`config.mk`:
```
export PLATFORM = sky130hd
export DESIGN_NAME = dm_access_ctrl
export DESIGN_NICKNAME = d
export VERILOG_FILES = /design/src/rtl/dm_access_pkg.sv /design/src/rtl/dm_lane_unit.sv /design/src/rtl/dm_access_ctrl.sv
export SDC_FILE = /design/constraint.sdc
export NUM_CORES = 1
export LEC_CHECK = 0
export CAP_MARGIN = 20
export CORE_UTILIZATION = 35
export CTS_BUF_LIST = sky130_fd_sc_hd__clkbuf_2 sky130_fd_sc_hd__clkbuf_4 sky130_fd_sc_hd__clkbuf_8
export CTS_CLUSTER_DIAMETER = 80
export DETAILED_ROUTE_END_ITERATION = 12
export PLACE_DENSITY_LB_ADDON = 0.05
export REMOVE_ABC_BUFFERS = 1
export SLEW_MARGIN = 20
export SYNTH_ARGS = -nofsm -noshare
export SYNTH_HDL_FRONTEND = slang
export SYNTH_SLANG_ARGS = --single-unit
```
`constraint.sdc`:
```
create_clock -name clk -period 3.4 [get_ports clk]
set_input_delay 1.02 -clock clk [delete_from_list [all_inputs] [get_ports clk]]
set_output_delay 1.02 -clock clk [all_outputs]
set_load 0.02 [all_outputs]
```
`src/rtl/dm_access_pkg.sv`:
```
`default_nettype none
// ============================================================================
// dm_access_pkg : op/state encodings and decode helpers for the DM initiator
// Rev 1.0
// ============================================================================
package dm_access_pkg;

  typedef enum logic [2:0] {
    OP_LW  = 3'd0,
    OP_LH  = 3'd1,
    OP_LHU = 3'd2,
    OP_LB  = 3'd3,
    OP_LBU = 3'd4,
    OP_SW  = 3'd5,
    OP_SH  = 3'd6,
    OP_SB  = 3'd7
  } op_e;

  typedef enum logic [2:0] {
    ST_IDLE   = 3'd0,
    ST_LOAD   = 3'd1,
    ST_STORE  = 3'd2,
    ST_RMW_RD = 3'd3,
    ST_RMW_WR = 3'd4
  } state_e;

  function automatic logic is_store(input op_e op);
    return (op == OP_SW) || (op == OP_SH) || (op == OP_SB);
  endfunction

  function automatic logic is_subword(input op_e op);
    return (op != OP_LW) && (op != OP_SW);
  endfunction

  function automatic logic is_misaligned(input op_e op, input logic [1:0] lo);
    case (op)
      OP_LW, OP_SW:         return lo != 2'b00;
      OP_LH, OP_LHU, OP_SH: return lo[0];
      default:              return 1'b0;
    endcase
  endfunction

endpackage
`default_nettype wire

```
`src/rtl/dm_lane_unit.sv`:
```
`default_nettype none
// ============================================================================
// dm_lane_unit : little-endian load lane extract/extend and store lane merge
// Rev 1.0
// ============================================================================
module dm_lane_unit
  import dm_access_pkg::*;
(
  input  op_e         i_op,
  input  logic [1:0]  i_off,
  input  logic [31:0] i_rd,
  input  logic [31:0] i_merge,
  input  logic [31:0] i_wdata,
  output logic [31:0] o_load,
  output logic [31:0] o_store
);

  logic [7:0]  w_byte;
  logic [15:0] w_half;

  always_comb begin
    w_byte = i_rd[7:0];
    case (i_off)
      2'd0:    w_byte = i_rd[7:0];
      2'd1:    w_byte = i_rd[15:8];
      2'd2:    w_byte = i_rd[23:16];
      default: w_byte = i_rd[31:24];
    endcase
    w_half = i_off[1] ? i_rd[31:16] : i_rd[15:0];

    o_load = i_rd;
    case (i_op)
      OP_LB:   o_load = {{24{w_byte[7]}}, w_byte};
      OP_LBU:  o_load = {24'h000000, w_byte};
      OP_LH:   o_load = {{16{w_half[15]}}, w_half};
      OP_LHU:  o_load = {16'h0000, w_half};
      default: o_load = i_rd;
    endcase

    // Sub-word stores rebuild the whole word from the captured old contents.
    o_store = i_wdata;
    case (i_op)
      OP_SB: begin
        o_store = i_merge;
        case (i_off)
          2'd0:    o_store[7:0]   = i_wdata[7:0];
          2'd1:    o_store[15:8]  = i_wdata[7:0];
          2'd2:    o_store[23:16] = i_wdata[7:0];
          default: o_store[31:24] = i_wdata[7:0];
        endcase
      end
      OP_SH: begin
        o_store = i_merge;
        if (i_off[1]) o_store[31:16] = i_wdata[15:0];
        else          o_store[15:0]  = i_wdata[15:0];
      end
      default: o_store = i_wdata;
    endcase
  end

endmodule
`default_nettype wire

```
`src/rtl/dm_access_ctrl.sv`:
```
`default_nettype none
// ============================================================================
// dm_access_ctrl : CPU load/store to word-only DM, sub-word stores via RMW
// Rev 1.0
// ============================================================================
module dm_access_ctrl
  import dm_access_pkg::*;
#(
  parameter int DM_WORDS = 3072
) (
  input  logic        clk,
  input  logic        reset,
  input  logic        req_valid,
  input  logic [2:0]  req_op,
  input  logic [31:0] req_addr,
  input  logic [31:0] req_wdata,
  input  logic [31:0] req_pc,
  output logic        busy,
  output logic        done,
  output logic [31:0] rdata,
  output logic        addr_err,
  output logic        dm_re,
  output logic        dm_we,
  output logic [31:0] dm_addr,
  output logic [31:0] dm_wd,
  output logic [31:0] dm_pc,
  input  logic [31:0] dm_rd
);

  localparam logic [31:0] c_DM_WORDS = 32'(DM_WORDS);

  state_e      r_state, w_next;
  op_e         r_op;
  logic [31:0] r_addr, r_wdata, r_pc, r_merge, r_rdata;
  logic        r_done, r_err;

  op_e         w_req_op;
  logic        w_accept, w_bad, w_active, w_write;
  logic [31:0] w_load, w_store;

  assign w_req_op = op_e'(req_op);
  assign w_accept = (r_state == ST_IDLE) && req_valid;
  assign w_bad    = is_misaligned(w_req_op, req_addr[1:0]) ||
                    ({2'b00, req_addr[31:2]} >= c_DM_WORDS);

  always_ff @(posedge clk) begin
    if (reset) r_state <= ST_IDLE;
    else       r_state <= w_next;
  end

  always_comb begin
    w_next = r_state;
    case (r_state)
      ST_IDLE: begin
        if (w_accept && !w_bad) begin
          if (!is_store(w_req_op))     w_next = ST_LOAD;
          else if (is_subword(w_req_op)) w_next = ST_RMW_RD;
          else                           w_next = ST_STORE;
        end
      end
      ST_RMW_RD:                    w_next = ST_RMW_WR;
      ST_LOAD, ST_STORE, ST_RMW_WR: w_next = ST_IDLE;
      default:                      w_next = ST_IDLE;
    endcase
  end

  always_ff @(posedge clk) begin
    if (reset) begin
      r_op    <= OP_LW;
      r_addr  <= '0;
      r_wdata <= '0;
      r_pc    <= '0;
      r_merge <= '0;
      r_rdata <= '0;
      r_done  <= 1'b0;
      r_err   <= 1'b0;
    end else begin
      if (w_accept) begin
        r_op    <= w_req_op;
        r_addr  <= req_addr;
        r_wdata <= req_wdata;
        r_pc    <= req_pc;
      end
      if (r_state == ST_RMW_RD) r_merge <= dm_rd;
      if (r_state == ST_LOAD)   r_rdata <= w_load;
      r_done <= (w_accept && w_bad) || (r_state == ST_LOAD) ||
                (r_state == ST_STORE) || (r_state == ST_RMW_WR);
      r_err  <= w_accept && w_bad;
    end
  end

  dm_lane_unit u_lane (
    .i_op    (r_op),
    .i_off   (r_addr[1:0]),
    .i_rd    (dm_rd),
    .i_merge (r_merge),
    .i_wdata (r_wdata),
    .o_load  (w_load),
    .o_store (w_store)
  );

  assign w_active = (r_state != ST_IDLE);
  assign w_write  = (r_state == ST_STORE) || (r_state == ST_RMW_WR);

  // A reset landing on a write cycle must not corrupt memory.
  assign dm_we    = w_write && !reset;
  assign dm_re    = (r_state == ST_LOAD) || (r_state == ST_RMW_RD);
  assign dm_addr  = w_active ? {r_addr[31:2], 2'b00} : 32'h0;
  assign dm_wd    = w_write ? w_store : 32'h0;
  assign dm_pc    = w_active ? r_pc : 32'h0;

  assign busy     = w_active;
  assign done     = r_done;
  assign addr_err = r_err;
  assign rdata    = r_rdata;

endmodule
`default_nettype wire

```
# Yosys cells after proc, flatten, opt, wreduce, memory -nomap -nowiden
# Cells that the tools add are included.
dict set report classes {
  n_reduce_logical 24
  n_lt_le_gt_ge 1
  mux 18
  eq_ne 19
}
# cell n
set ops {}
lappend ops {{case mux 32 bit (4 select lines)} 1}
lappend ops {{2-to-1 mux 32 bit} 3}
lappend ops {{case mux 32 bit (2 select lines)} 1}
lappend ops {{2-to-1 mux 16 bit} 3}
lappend ops {{2-to-1 mux 8 bit} 4}
lappend ops {{greater-or-equal comparator 30 x 12 -> 1 bit (second input constant)} 1}
lappend ops {{case mux 8 bit (3 select lines)} 1}
lappend ops {{== test 3 bit (second input constant)} 7}
lappend ops {{== test 3 x 2 -> 1 bit (second input constant)} 5}
lappend ops {{== test 3 x 1 -> 1 bit (second input constant)} 3}
lappend ops {{logical OR 1 bit} 8}
lappend ops {{logical NOT 3 bit} 2}
lappend ops {{case mux 3 bit (2 select lines)} 1}
lappend ops {{nonzero test 3 bit} 2}
lappend ops {{OR reduction 3 bit} 2}
lappend ops {{logical AND 1 bit} 5}
lappend ops {{2-to-1 mux 3 bit} 1}
lappend ops {{inequality test 3 bit (second input constant)} 1}
lappend ops {{== test 2 x 1 -> 1 bit (second input constant)} 1}
lappend ops {{== test 2 bit (second input constant)} 1}
lappend ops {{logical NOT 1 bit} 2}
lappend ops {{logical NOT 2 bit} 1}
lappend ops {{2-to-1 mux 2 bit} 1}
lappend ops {{inequality test 2 x 1 -> 1 bit (second input constant)} 1}
lappend ops {{other kinds (4)} 4}
dict set report word_totals {
  in_bits 134
  out_inout_bits 133
  reg_bits 168
  word_cells 71
}

# Depth between registers and ports, before layout
dict set report logic_depth {
  depth_word 8
  ltp_mapped 7
  ltp_nobuf 4
}

# By module
# From an unflattened synthesis, not the netlist that was laid out.
dict set report unflattened {
  cells_unflattened 1111
  hier_area_um2 8369.3
}
# mod seq_area_each_um2 cells_per_inst area_per_inst_um2 n_inst
set modules_own_cells {}
lappend modules_own_cells {dm_access_ctrl 3363.2 853 6567.5 1}
lappend modules_own_cells {dm_lane_unit 0.0 258 1801.7 1}

# Worst setup path before layout
# OpenSTA, ideal clock, no wires.
dict set report synth_timing {
  path_type {reg-to-output}
  start {register r_op[0]}
  end {output dm_wd[16]}
  path_slack_ns 0.656
  required_time_ns 2.380
  n_path_buf 2
  path_stages_with_launch 6
  arrival_ns 1.724
  cell_sequence {dfxtp_1 > buf_6 > buf_2 > a21oi_2 > mux2i_1 > a211oi_1}
}
dict set report synth_via {
  elab_chain_cells 3
  elab_cells_between_ends 4
  cone_classes {2 x eq/ne; 2 x mux}
}
# element line_no
set synth_rtl {}
lappend synth_rtl {{from (decl)} dm_access_ctrl.sv:33} ;# op_e r_op;
lappend synth_rtl {{from (signal assigned)} dm_access_ctrl.sv:79} ;# r_op <= w_req_op;
lappend synth_rtl {{== test 3 bit} dm_lane_unit.sv:42} ;# case (i_op)
lappend synth_rtl {{case mux 32 bit (2 select lines) *} dm_lane_unit.sv:42}
lappend synth_rtl {{2-to-1 mux 32 bit *} dm_access_ctrl.sv:109} ;# assign dm_wd = w_write ? w_store : 32'h0;
lappend synth_rtl {{to (decl)} dm_access_ctrl.sv:25} ;# output logic [31:0] dm_wd,
# Mark *: on every way between the ends. The rest lies on a longest branch, timed or not.

# Worst setup path in the final report
dict set report layout_timing {
  start {register r_addr[0]}
  end {output dm_wd[13]}
}
dict set report layout_via {
  elab_chain_cells 4
}
# element line_no
set layout_rtl {}
lappend layout_rtl {{from (decl)} dm_access_ctrl.sv:34} ;# logic [31:0] r_addr, r_wdata, r_pc, r_merge, r_rdata;
lappend layout_rtl {{from (signal assigned)} dm_access_ctrl.sv:80} ;# r_addr <= req_addr;
lappend layout_rtl {{== test 2 x 1 -> 1 bit} dm_lane_unit.sv:45} ;# case (i_off)
lappend layout_rtl {{2-to-1 mux 8 bit} dm_lane_unit.sv:45}
lappend layout_rtl {{case mux 32 bit (2 select lines)} dm_lane_unit.sv:42}
lappend layout_rtl {{2-to-1 mux 32 bit} dm_access_ctrl.sv:109}
# No other way between the ends.

==> summary.md <==
| Metric | Value |
|---|---|
| Area growth syn-to-layout | 43.3% |
| Yosys warns | 0 |
| # IOs | about 270 |
| Initial Util | 35.8% |
| Synth Area in Compound Gates | about a fifth |
| Status | complete, no violations |
| Peak supply drop | between 200 and 250 uV |
| Dominant cells by area after synthesis | dfxtp_1 (43%), nand2_1 (15%), a21oi_1 (8.9%), nor2b_1 (5.3%), mux2i_1 (3.8%) |
| Num CTS Buffers | 17 |
| WL/cell | 16.6 um |
| Final Net Count | 1375 |
| Non-filler cells, final | roughly 1500 |
| Synth area leader | dfxtp_1 |
| Xor and xnor area share after synthesis | 0.575% |
| Post-synthesis mux area share | under 10% |
| Placed cell count | around 1500 |
| Max-slew headroom | 53.9% |
| Seq/Total Area, Yosys | between 40% and 50% |
| Post-CTS Hold Fix Bufs | 0 |
| Post-route cell area | between 10000 and 15000 um2 |
| Vias | between 7000 and 8000 |
| Unique masters post-synth | 57 |
| Routed WL | about 25 mm |
| Vias per cell | roughly 5.0 |
| Largest net degree at the start of global routing | between 100 and 150 |
| Root Buffer | clkbuf_8 |
| Synthesized area per cell | around 7.7 um2 |
| GRT Residual Overflow | 0 |
| Post-synth EDFFs | 0 |
| Routed Antenna Nets | 0 |
| Post-DP Area | 10700 um2 |
| GPL Wtd Cong | between 0.8 and 0.9 |
| Max Root-Sink Buffers | 2 |
| Die height | between 150 and 200 um |
| Worst EP arrival | roughly 2.3 ns |
| Netlist Area Pre-Place | between 7000 and 8000 um2 |
| Worst-Skew Late Latency | roughly 0.46 ns |
| Max-cap violation count | 0 |
| Initial antenna violation count | 0 |
| H-tree depth | 4 |
| Hold Path Class | reg -> reg |
| Seq cells post-synth | 168 |
| Worst-path clk slew | 0.08 ns |
| Buffers on Ports | 264 |
| Crit Path Class | reg -> out |
| 1st-iter DRT viols | around 390 |
| Synth top area share | a little over two fifths |
| Worst-Margin Slew | 0.689 ns |
| Gr usage total | between 20% and 30% |
| First-pass GRT wire length | 38.4 mm |
| Synth Area in Adders | under 10% |
| Core area | 21900 um2 |
| Final Hold Viols | 0 |
| Critical Path RT | about 2.4 ns |
| Pwr per Cell Area | roughly 380 nW/um2 |
| Max Freq | 303 MHz |
| Top-count cell post-synth | nand2_1 |
| Main flop type after synthesis | dfxtp_1 |
| Diode count | 0 |
| Die X | roughly 150 um |
| Tmin final | roughly 3.3 ns |
| CTS tree | done |
| Crit path launch type | flop |
| Async set-reset flop share out of synthesis | 0% |
| Largest family of logic cells by synthesized area | simple AND/OR/NAND/NOR gates |
| Die area | between 20000 and 25000 um2 |
| Final setup fails | 0 |
| Setup TNS | 0 ns |
| Setup slack at placement | roughly 0.07 ns |
| # fillers | roughly 2200 |
| CP max-delay cell | clkdlybuf4s50_1 |
| Share of layout cells above drive strength 1 | under 10% |
| Skew final | roughly 0.012 ns |
| DRC Markers | 0 |
| TritonCTS Sinks | 168 |
| Synth Area in Simple Gates | 25.9% |
| Row count | 54 |
| Crit path max fanout | 7 |
| Worst setup EP type | primary output |
| Crit path buf inv count | 2 |
| CP peak stage delay | between 0.6 and 0.7 ns |
| Leakage power | between 4 and 5 nW |
| Worst setup margin | slightly above 0.1 ns |
| Max Slew Vio Count | 0 |
| Crit path cell chain | nand2_1 -> nor3_4 -> buf_4 -> a222oi_1 -> nor2_1 -> clkdlybuf4s50_1 |
| Vias in the first global route | 7103 |
| Top delay family on crit path | buffers and inverters |
| Crit share post-route | a little over nine tenths |
| Gate Count Post-Synth | about 1000 |
| DP Wirelength | approximately 18 mm |
| Post-synth top cells | nand2_1 (313), dfxtp_1 (168), a21oi_1 (140), nor2b_1 (66), nor2_1 (56) |
| DRT Pass-1 Iters | 8 |
cell type report:
class	instances	area, um2	area share [%]
inverter	7	26.3	0.234
clock buffer	20	269	2.40
clock inverter	11	196	1.75
timing repair buffer	288	2880	25.7
multi-input combinational	759	4130	36.8
tap	280	350	3.12
sequential	168	3370	30.0
cell usage in the layout (no fill, tap or decap), drive strengths merged, types with 3 or more instances in the layout:
| cell | netlist | layout |
|---|---|---|
| o21ai | 6 | 6 |
| a31oi | 3 | 3 |
| a21oi | 142 | 142 |
| nand2 | 315 | 315 |
| inv | 6 | 6 |
| nor2b | 66 | 66 |
| bufinv | 0 | 5 |
| a221oi | 3 | 3 |
| a22oi | 20 | 20 |
| mux2i | 30 | 30 |
| a32oi | 7 | 7 |
| clkbuf | 47 | 20 |
| nor3 | 6 | 6 |
| nor4 | 6 | 6 |
| nor3b | 4 | 4 |
| clkdlybuf4s50 | 0 | 234 |
| buf | 34 | 25 |
| dlymetal6s2s | 0 | 12 |
| nand2b | 4 | 4 |
| a211oi | 26 | 26 |
| dlygate4sd2 | 0 | 17 |
| a2bb2oi | 7 | 7 |
| dfxtp | 168 | 168 |
| maj3 | 8 | 8 |
| and2 | 3 | 3 |
| nand3 | 3 | 3 |
| nor2 | 56 | 56 |
| a222oi | 8 | 8 |
| clkinv | 1 | 5 |
| o211ai | 8 | 8 |
| o22ai | 7 | 7 |
where the power goes:
group | switching (mW) | total, mW | leakage (nW) | internal [mW]
Clock | 0.750 | 1.67 | 0.228 | 0.920
Combinational | 0.255 | 0.516 | 2.51 | 0.261
Sequential | 0.0463 | 2.08 | 1.37 | 2.03
state kept, by name, indices dropped and copies added, names as in the netlist:
name / flops
r_merge: 32
rdata: 32
r_pc: 32
done: 1
addr_err: 1
r_addr: 32
r_state: 3
r_op: 3
r_wdata: 32
cells by family (layout without fill, tap and decap cells):
| group | count (synthesis) | count (layout) |
|---|---|---|
| simple gates | 470 | 470 |
| compound gates | 244 | 244 |
| buf+inv | 88 | 326 |
| other cells | 1 | 2 |
| fa+ha+maj | 8 | 8 |
| flops | 168 | 168 |
| xor+xnor | 3 | 3 |
| mux | 32 | 32 |
layer usage:
layer	wire length, um	share of wire, %	track usage (%)
met2	12000	47	35.8
met5	0	0	0
met4	335	1.3	5.69
met3	1590	6.2	5.57
met1	11400	45	28.2
final timing paths:
check                              start                     end  slack (ns)  cells past startpoint
hold reg to reg   rdata[10]$_SDFFE_PP0P_  rdata[10]$_SDFFE_PP0P_        0.44                      2
setup reg to reg  r_addr[0]$_SDFFE_PP0P_  rdata[23]$_SDFFE_PP0P_        1.24                      5
hold / removal    rdata[10]$_SDFFE_PP0P_  rdata[10]$_SDFFE_PP0P_        0.44                      2
setup / recovery  r_addr[0]$_SDFFE_PP0P_               dm_wd[13]        0.10                      6
stage by stage:
step,total power [mW],util (%),hold WS [ns]
6_report,4.26,51.2,0.437
5_1_grt,4.45,51.2,0.470
4_1_cts,4.31,51.0,0.442
3_5_place_dp,2.63,48.7,0.430
3_3_place_gp,2.63,48.7,0.424
2_1_floorplan,2.33,-,0.426
worst reg2reg max path, stage by stage, from the launching register on:
cell	delay, ns
dfxtp_2	0.42
buf_4	0.20
nand2b_4	0.14
mux4_2	0.53
a31oi_4	0.53
a211oi_1	0.20
timing repair:
item                                    in CTS  in global routing
endpoints found under the setup margin      30                 14
cloned                                       0                  0
setup buffers                                3                  1
pin swaps                                    2                  1
gates resized for setup                     27                 15
endpoints found under the hold margin        0                  0
(Power assumes the default switching activity.)
